==> src/rtl/vfd_pkg.sv <==
// vfd_pkg: state encoding, default widths and phase constants shared across
// the VFD sine-PWM datapath (ramp controller and PWM generator).
package vfd_pkg;

    localparam int FREQ_W_DEF  = 16;
    localparam int PHASE_W_DEF = 24;
    localparam int AMP_W_DEF   = 10;

    typedef enum logic [2:0] {
        ST_IDLE  = 3'd0,
        ST_ACCEL = 3'd1,
        ST_RUN   = 3'd2,
        ST_DECEL = 3'd3,
        ST_FAULT = 3'd4
    } vf_state_t;

    // One third of a full turn, rounded to nearest: floor((2^w + 1) / 3).
    function automatic longint phase_third(input int w);
        return ((longint'(1) << w) + 1) / 3;
    endfunction

    localparam longint PHASE_THIRD = phase_third(PHASE_W_DEF);

    // States in which the inverter bridge is driven.
    function automatic logic is_active(input vf_state_t s);
        return (s == ST_ACCEL) || (s == ST_RUN) || (s == ST_DECEL);
    endfunction

endpackage

==> src/rtl/samp_edge_sync.sv <==
// samp_edge_sync: brings the divider's sample clock into the clk_in domain
// and turns each rising edge into a single-cycle sample_tick.
module samp_edge_sync (
    input  logic clk_in,
    input  logic reset,
    input  logic samp_clk,
    output logic sample_tick
);

    logic sync_p0;
    logic sync_p1;
    logic prev_p2;

    // Two-flop synchroniser, then a registered rise detect (tick lands 3 edges after the rise).
    always_ff @(posedge clk_in or posedge reset) begin
        if (reset) begin
            sync_p0     <= 1'b0;
            sync_p1     <= 1'b0;
            prev_p2     <= 1'b0;
            sample_tick <= 1'b0;
        end else begin
            sync_p0     <= samp_clk;
            sync_p1     <= sync_p0;
            prev_p2     <= sync_p1;
            sample_tick <= sync_p1 & ~prev_p2;
        end
    end

endmodule

==> src/rtl/vf_ramp_ctrl.sv <==
// vf_ramp_ctrl: V/f speed ramp, three-phase scheduler and bridge-enable
// sequencing for the VFD sine-PWM datapath.
// Build macro VFD_BOOST_EN adds a fixed low-speed voltage boost (V_BOOST) to amp.
module vf_ramp_ctrl
    import vfd_pkg::*;
#(
    parameter int                FREQ_W   = FREQ_W_DEF,
    parameter int                PHASE_W  = PHASE_W_DEF,
    parameter int                AMP_W    = AMP_W_DEF,
    parameter logic [FREQ_W-1:0] FREQ_MAX = FREQ_W'(40000),
    parameter int                RAMP_DIV = 256,
    parameter int                VF_GAIN  = 8,
    parameter int                VF_SHIFT = 10,
    parameter int                AMP_MAX  = 1023,
    parameter int                V_BOOST  = 40
) (
    input  logic               clk_in,
    input  logic               reset,
    input  logic               samp_clk,
    input  logic               run_en,
    input  logic               dir,
    input  logic               fault,
    input  logic [FREQ_W-1:0]  freq_cmd,
    input  logic [FREQ_W-1:0]  ramp_step,
    output logic               sample_tick,
    output logic [FREQ_W-1:0]  freq_out,
    output logic [PHASE_W-1:0] phase_u,
    output logic [PHASE_W-1:0] phase_v,
    output logic [PHASE_W-1:0] phase_w,
    output logic [AMP_W-1:0]   amp,
    output logic               pwm_en,
    output logic               at_speed,
    output logic [2:0]         state
);

    localparam int CNT_W  = (RAMP_DIV > 1) ? $clog2(RAMP_DIV) : 1;
    localparam int PROD_W = FREQ_W + 8;
    localparam logic [CNT_W-1:0]   CNT_LAST = CNT_W'(RAMP_DIV - 1);
    localparam logic [PHASE_W-1:0] THIRD    = (PHASE_W == PHASE_W_DEF) ?
                                              PHASE_W'(PHASE_THIRD) :
                                              PHASE_W'(phase_third(PHASE_W));
`ifdef VFD_BOOST_EN
    localparam int BOOST = V_BOOST;
`else
    // Boost collapses to zero so the amplitude path is identical minus the offset.
    localparam int BOOST = 0 * V_BOOST;
`endif

    // Step toward lim from below; the extra sum bit keeps a large step from wrapping.
    function automatic logic [FREQ_W-1:0] ramp_up(input logic [FREQ_W-1:0] cur,
                                                  input logic [FREQ_W-1:0] step,
                                                  input logic [FREQ_W-1:0] lim);
        logic [FREQ_W:0] sum;
        sum = {1'b0, cur} + {1'b0, step};
        if (sum > {1'b0, lim})
            return lim;
        else
            return sum[FREQ_W-1:0];
    endfunction

    // Step toward lim from above, floored at zero.
    function automatic logic [FREQ_W-1:0] ramp_down(input logic [FREQ_W-1:0] cur,
                                                    input logic [FREQ_W-1:0] step,
                                                    input logic [FREQ_W-1:0] lim);
        logic [FREQ_W-1:0] diff;
        diff = (cur > step) ? (cur - step) : '0;
        if (diff < lim)
            return lim;
        else
            return diff;
    endfunction

    // Volts-per-hertz scaling with saturation at AMP_MAX.
    function automatic logic [AMP_W-1:0] vf_amp(input logic [FREQ_W-1:0] f);
        logic [PROD_W-1:0] prod;
        logic [PROD_W-1:0] scaled;
        prod   = PROD_W'(f) * PROD_W'(VF_GAIN);
        scaled = (prod >> VF_SHIFT) + PROD_W'(BOOST);
        if (scaled > PROD_W'(AMP_MAX))
            return AMP_W'(AMP_MAX);
        else
            return scaled[AMP_W-1:0];
    endfunction

    vf_state_t          state_q;
    vf_state_t          state_nxt;
    logic [FREQ_W-1:0]  freq_nxt;
    logic               dir_lat;
    logic               dir_nxt;
    logic [CNT_W-1:0]   ramp_cnt;
    logic               ramp_tick;
    logic [FREQ_W-1:0]  cmd_clamp;
    logic [FREQ_W-1:0]  tgt;
    logic [FREQ_W-1:0]  up_val;
    logic [FREQ_W-1:0]  dn_val;
    logic [PHASE_W-1:0] acc;
    logic [PHASE_W-1:0] acc_nxt;

    samp_edge_sync u_sync (
        .clk_in      (clk_in),
        .reset       (reset),
        .samp_clk    (samp_clk),
        .sample_tick (sample_tick)
    );

    assign cmd_clamp = (freq_cmd > FREQ_MAX) ? FREQ_MAX : freq_cmd;
    assign tgt       = run_en ? cmd_clamp : '0;
    assign up_val    = ramp_up(freq_out, ramp_step, tgt);
    assign dn_val    = ramp_down(freq_out, ramp_step, tgt);
    assign ramp_tick = sample_tick && (ramp_cnt == CNT_LAST);
    assign acc_nxt   = acc + PHASE_W'(freq_out);

    assign state    = state_q;
    assign pwm_en   = is_active(state_q);
    assign at_speed = (state_q == ST_RUN);
    assign phase_u  = acc;

    // Ramp prescaler: counts sample ticks only while the bridge is being sequenced.
    always_ff @(posedge clk_in or posedge reset) begin
        if (reset)
            ramp_cnt <= '0;
        else if (state_q == ST_IDLE || state_q == ST_FAULT)
            ramp_cnt <= '0;
        else if (sample_tick)
            ramp_cnt <= (ramp_cnt == CNT_LAST) ? '0 : ramp_cnt + 1'b1;
    end

    // Run/stop/fault sequencing and frequency slewing; fault overrides everything.
    always_comb begin
        state_nxt = state_q;
        freq_nxt  = freq_out;
        dir_nxt   = dir_lat;
        if (fault) begin
            state_nxt = ST_FAULT;
            freq_nxt  = '0;
        end else begin
            case (state_q)
                ST_IDLE: begin
                    freq_nxt = '0;
                    if (run_en && freq_cmd != '0) begin
                        state_nxt = ST_ACCEL;
                        dir_nxt   = dir;
                    end
                end
                ST_ACCEL: begin
                    if (ramp_tick) begin
                        if (tgt < freq_out || !run_en) begin
                            state_nxt = ST_DECEL;
                        end else begin
                            freq_nxt = up_val;
                            if (up_val == tgt)
                                state_nxt = ST_RUN;
                        end
                    end
                end
                ST_RUN: begin
                    if (ramp_tick) begin
                        if (tgt > freq_out)
                            state_nxt = ST_ACCEL;
                        else if (tgt < freq_out || !run_en)
                            state_nxt = ST_DECEL;
                    end
                end
                ST_DECEL: begin
                    if (ramp_tick) begin
                        if (tgt > freq_out) begin
                            state_nxt = ST_ACCEL;
                        end else begin
                            freq_nxt = dn_val;
                            if (dn_val == '0 && !run_en)
                                state_nxt = ST_IDLE;
                            else if (dn_val == tgt && tgt != '0)
                                state_nxt = ST_RUN;
                        end
                    end
                end
                ST_FAULT: begin
                    freq_nxt = '0;
                    if (!run_en)
                        state_nxt = ST_IDLE;
                end
                default: begin
                    state_nxt = ST_IDLE;
                    freq_nxt  = '0;
                end
            endcase
        end
    end

    // State, ramped frequency, latched direction, and amplitude tracking the next frequency.
    always_ff @(posedge clk_in or posedge reset) begin
        if (reset) begin
            state_q  <= ST_IDLE;
            freq_out <= '0;
            dir_lat  <= 1'b0;
            amp      <= '0;
        end else begin
            state_q  <= state_nxt;
            freq_out <= freq_nxt;
            dir_lat  <= dir_nxt;
            amp      <= is_active(state_nxt) ? vf_amp(freq_nxt) : '0;
        end
    end

    // Phase accumulator advances once per sample while driving; cleared whenever idle.
    always_ff @(posedge clk_in or posedge reset) begin
        if (reset) begin
            acc     <= '0;
            phase_v <= '0;
            phase_w <= '0;
        end else if (state_q == ST_IDLE) begin
            acc     <= '0;
            phase_v <= '0;
            phase_w <= '0;
        end else if (sample_tick && pwm_en) begin
            acc     <= acc_nxt;
            phase_v <= dir_lat ? (acc_nxt + THIRD) : (acc_nxt - THIRD);
            phase_w <= dir_lat ? (acc_nxt - THIRD) : (acc_nxt + THIRD);
        end
    end

endmodule

==> config.mk <==
export PLATFORM = sky130hd
export DESIGN_NAME = vf_ramp_ctrl
export DESIGN_NICKNAME = d
export VERILOG_FILES = /design/src/rtl/vfd_pkg.sv /design/src/rtl/samp_edge_sync.sv /design/src/rtl/vf_ramp_ctrl.sv
export SDC_FILE = /design/constraint.sdc
export NUM_CORES = 1
export LEC_CHECK = 0
export ABC_AREA = 1
export CELL_PAD_IN_SITES_DETAIL_PLACEMENT = 1
export CELL_PAD_IN_SITES_GLOBAL_PLACEMENT = 1
export CORE_ASPECT_RATIO = 1.75
export CORE_MARGIN = 5
export CORE_UTILIZATION = 44
export CTS_CLUSTER_DIAMETER = 40
export DETAILED_ROUTE_END_ITERATION = 12
export HOLD_SLACK_MARGIN = 0.06
export MAX_ROUTING_LAYER = met4
export PLACE_DENSITY_LB_ADDON = 0.1
export SKIP_LAST_GASP = 1
export SLEW_MARGIN = 5
export SYNTH_ARGS = -nofsm -noshare
export SYNTH_HDL_FRONTEND = slang
export SYNTH_SLANG_ARGS = --single-unit
==> constraint.sdc <==
create_clock -name clk_in -period 12.7 [get_ports clk_in]
set_input_delay 3.81 -clock clk_in [delete_from_list [all_inputs] [get_ports clk_in]]
set_output_delay 3.81 -clock clk_in [all_outputs]
set_load 0.02 [all_outputs]
==> impl_metrics.json <==
{
  "dp_hpwl_um": 41500,
  "grt_antenna_before_repair": 0,
  "route.detailed.wl_per_inst_um": 22.3,
  "final_nets": 2058,
  "clk_root_buffer_cell": "sky130_fd_sc_hd__clkbuf_16",
  "static-leakage-power_uw": 0.00683,
  "power_density_normalized_to_cell_area_mw_per_mm2": 65.3,
  "gr-total-overflow": 0,
  "cts-buffers-inserted": 9,
  "count_of_flip_flops_with_a_built_in_enable_after_synthesis": 0,
  "post_synth_inst_count": 1804,
  "synth_top_area_cell": "sky130_fd_sc_hd__dfrtp_1",
  "ys.flop_type": "sky130_fd_sc_hd__dfrtp_1",
  "syn-cell-area_mm2": 0.0115,
  "antenna_diode_count": 0,
  "synth_async_sr_flop_share_pct": 100,
  "fmax_mhz": 107,
  "commonest_cells_in_the_netlist": "sky130_fd_sc_hd__nand2_1, sky130_fd_sc_hd__inv_1, sky130_fd_sc_hd__nand3_1, sky130_fd_sc_hd__nor2_1, sky130_fd_sc_hd__o21ai_0",
  "synthDominantCellAreaShare_pct": 24.3,
  "synth.most_common_cell": "sky130_fd_sc_hd__nand2_1",
  "drt_pre_antenna_iters": 5,
  "worstReg2RegStart": "freq_out[0]",
  "clock_latency_ns": 0.39,
  "port_buffers": 140,
  "synth_seq_cells": 112,
  "globalRouteTotalUtil_pct": 34.4,
  "die_h_um": 224,
  "post-route-util_pct": 52.0,
  "die_area_mm2": 0.0297,
  "cts_tree": "built",
  "path_class": "primary input to register",
  "finalMaxSlewViolations": 0,
  "finalSetupViolations": 0,
  "dieWidth_um": 132,
  "final_layout_size_suffix_gt1_share_pct": 4.52,
  "min_path_cells": 0,
  "holdCritPathClass": "register to register",
  "fillCellCount": 3562,
  "crit_path_end": "state[1]",
  "sum_of_negative_setup_slack_ns": 0,
  "syn_area_per_cell_um2": 6.40,
  "place_worst_setup_slack_ns": 3.21,
  "drtAntennaViolNets": 0,
  "crit_end_category": "register",
  "cts_resized": 0,
  "grt_setup_unrepaired": "no",
  "r2r.worst_path.cells": 25,
  "finalWeightedCongestion": 1.07,
  "final_skew_ns": 0.0112,
  "cts_setup_buffers": 0,
  "crit_path_start": "ramp_step[2]",
  "grt_pass1_wl_um": 77600,
  "synth.top_cells.by_area": "sky130_fd_sc_hd__dfrtp_1, sky130_fd_sc_hd__nand2_1, sky130_fd_sc_hd__ha_1, sky130_fd_sc_hd__nand3_1, sky130_fd_sc_hd__inv_1",
  "syn-num-nets": 1944,
  "syn2layout_area_growth_pct": 17.0,
  "num_vias": 13200,
  "worst_pin_slew_ns": 1.18,
  "drt_iter0_drc": 592,
  "ys_types": 52,
  "run_status": "finished, final reports clean",
  "critical_path_peak_fanout": 42,
  "grt_pass1_vias": 14200,
  "floorplan.rows": 78,
  "clkSlewWorstSetupHoldPaths_ns": 0.08,
  "final_min_period_over_clock_period_pct": 73.3,
  "cts_num_sinks": 112,
  "synth_seq_area_share_pct": 24.3,
  "routed_via_density": 5.86,
  "cap_viol_max_count": 0,
  "minimum_setup_slack_among_reg_to_reg_paths_ns": 6.76,
  "num_ports": 142,
  "wirelength_um": 49900,
  "multi_input_area_mm2": 0.00762,
  "worstPathRequired_ns": 12.97,
  "critPathArrivalTime_ns": 9.58,
  "remaining_drc_errors": 0,
  "vdd.ir_drop.worst_v": 0.0000807,
  "cp-start-kind": "primary input",
  "yosysWarningCount": 0,
  "post-layout-total-power_uw": 882,
  "fin_crit_ns": 9.31,
  "grt_start_max_net_pins": 72,
  "core_region_area_mm2": 0.0260,
  "timing.final.hold_violations": 0,
  "cts_hold_buf": 0,
  "initial_core_utilization_pct": 44.5,
  "footprint_of_the_flip_flops_and_latches_mm2": 0.00280,
  "h-tree-depth": 3,
  "slew-limit-headroom_pct": 21.3,
  "postLayoutSetupSlackWorst_ns": 3.39,
  "rr_endpoint": "state[1]",
  "clk_path_buf_depth": 2
}
## registers in the layout (all words and copies together) (netlist names)
| signal | cells |
|---|---|
| phase_u | 24 |
| phase_v | 24 |
| phase_w | 23 |
| freq_out | 16 |
| amp | 9 |
| ramp_cnt | 8 |
| state | 3 |
| dir_lat | 1 |
| u_sync.prev_p2 | 1 |
| u_sync.sample_tick | 1 |
| u_sync.sync_p0 | 1 |
| u_sync.sync_p1 | 1 |
## cell type report
class	count	area share (%)
Clock buffer	10	1.70
Clock inverter	6	0.482
Inverter	236	6.58
Multi-Input combinational cell	1406	56.4
Sequential cell	112	20.7
Tap cell	320	2.96
Timing Repair Buffer	153	11.1
## through the flow
| step | instances | instance area [um2] | hold WS [ns] |
|---|---|---|---|
| detailed placement | 2227 | 13200 | 0.338 |
| global route | 2243 | 13500 | 0.361 |
| finish | 2243 | 13500 | 0.358 |
| CTS | 2243 | 13500 | 0.359 |
| floorplan | 1804 | 11500 | 0.331 |
| global placement | 2227 | 13200 | 0.336 |
## power breakdown
group	total (uW)	leakage [uW]	internal, uW	switching, uW
combinational	217	0.00514	66.1	151
clock	297	0.000143	139	158
sequential	367	0.00155	362	4.98
total	882	0.00683	568	315
## routing by layer
layer / part of all wire (%) / vias to the layer above / track usage [%]
met5: 0 / - / -
met4: 8.6 / 0 / 24.6
met2: 55 / 384 / 65.7
li1: - / 6129 / -
met3: 3.1 / 202 / 4.19
met1: 33 / 6438 / 31.0
## logic make-up after synthesis
family / after synthesis / synth area share, %
DFF: 112 / 24.3
other: 1 / 0.0325
and+or+nand+nor: 946 / 34.7
buffers and inverters: 286 / 9.71
AOI/OAI and AO/OA: 299 / 14.9
adders and majority gates: 102 / 11.2
xor gates and xnor gates: 58 / 5.11
## worst min path at each step
stage                    from              to  slack, ns
6_report       u_sync.sync_p0  u_sync.sync_p1       0.36
5_1_grt        u_sync.sync_p0  u_sync.sync_p1       0.36
4_1_cts        u_sync.sync_p0  u_sync.sync_p1       0.36
3_5_place_dp   u_sync.sync_p0  u_sync.sync_p1       0.34
3_3_place_gp   u_sync.sync_p0  u_sync.sync_p1       0.34
2_1_floorplan  u_sync.sync_p0  u_sync.sync_p1       0.33
## critical path, cell delays in order
cell                              delay (ns)
sky130_fd_sc_hd__clkdlybuf4s50_1        0.49
sky130_fd_sc_hd__inv_1                  0.06
sky130_fd_sc_hd__ha_1                   0.50
sky130_fd_sc_hd__nand2_1                0.13
sky130_fd_sc_hd__nor3_1                 0.47
sky130_fd_sc_hd__nand3_1                0.17
sky130_fd_sc_hd__nand2_1                0.23
sky130_fd_sc_hd__clkinv_1               0.38
sky130_fd_sc_hd__nand2_1                0.18
sky130_fd_sc_hd__nor2_1                 0.09
sky130_fd_sc_hd__ha_1                   0.32
sky130_fd_sc_hd__a21oi_1                0.16
sky130_fd_sc_hd__nor2_1                 0.06
sky130_fd_sc_hd__a211oi_1               0.23
sky130_fd_sc_hd__o221a_2                0.41
sky130_fd_sc_hd__nand2_2                0.49
sky130_fd_sc_hd__nand2_1                0.21
sky130_fd_sc_hd__o21ai_0                0.17
sky130_fd_sc_hd__nor2_1                 0.26
sky130_fd_sc_hd__nand3_1                0.11
sky130_fd_sc_hd__nor2_1                 0.28
sky130_fd_sc_hd__nand2_1                0.09
sky130_fd_sc_hd__nand2_1                0.07
sky130_fd_sc_hd__inv_1                  0.04
sky130_fd_sc_hd__nor2_1                 0.09
sky130_fd_sc_hd__nor2_1                 0.05
## layout by cell type, fill, tap and decap left out, types with 4 or more instances in the layout
master,instances
sky130_fd_sc_hd__nand2_1,512
sky130_fd_sc_hd__inv_1,219
sky130_fd_sc_hd__nand3_1,178
sky130_fd_sc_hd__nor2_1,161
sky130_fd_sc_hd__clkdlybuf4s50_1,140
sky130_fd_sc_hd__o21ai_0,120
sky130_fd_sc_hd__dfrtp_1,112
sky130_fd_sc_hd__ha_1,99
sky130_fd_sc_hd__a21oi_1,91
sky130_fd_sc_hd__xor2_1,39
sky130_fd_sc_hd__nand4_1,29
sky130_fd_sc_hd__nor3_1,27
sky130_fd_sc_hd__a31oi_1,18
sky130_fd_sc_hd__o22ai_1,17
sky130_fd_sc_hd__inv_2,14
sky130_fd_sc_hd__buf_4,13
sky130_fd_sc_hd__xnor2_1,11
sky130_fd_sc_hd__o211ai_1,10
sky130_fd_sc_hd__clkbuf_16,9
sky130_fd_sc_hd__nand2_2,8
sky130_fd_sc_hd__or2_2,8
sky130_fd_sc_hd__nand3b_1,7
sky130_fd_sc_hd__a21oi_2,6
sky130_fd_sc_hd__o2111ai_1,5
sky130_fd_sc_hd__nor4_1,5
sky130_fd_sc_hd__o21ai_2,4
sky130_fd_sc_hd__a21o_1,4
sky130_fd_sc_hd__xor2_2,4
sky130_fd_sc_hd__a211oi_1,4
sky130_fd_sc_hd__o21bai_1,4
sky130_fd_sc_hd__a32o_1,4
(Power assumes the default switching activity.)
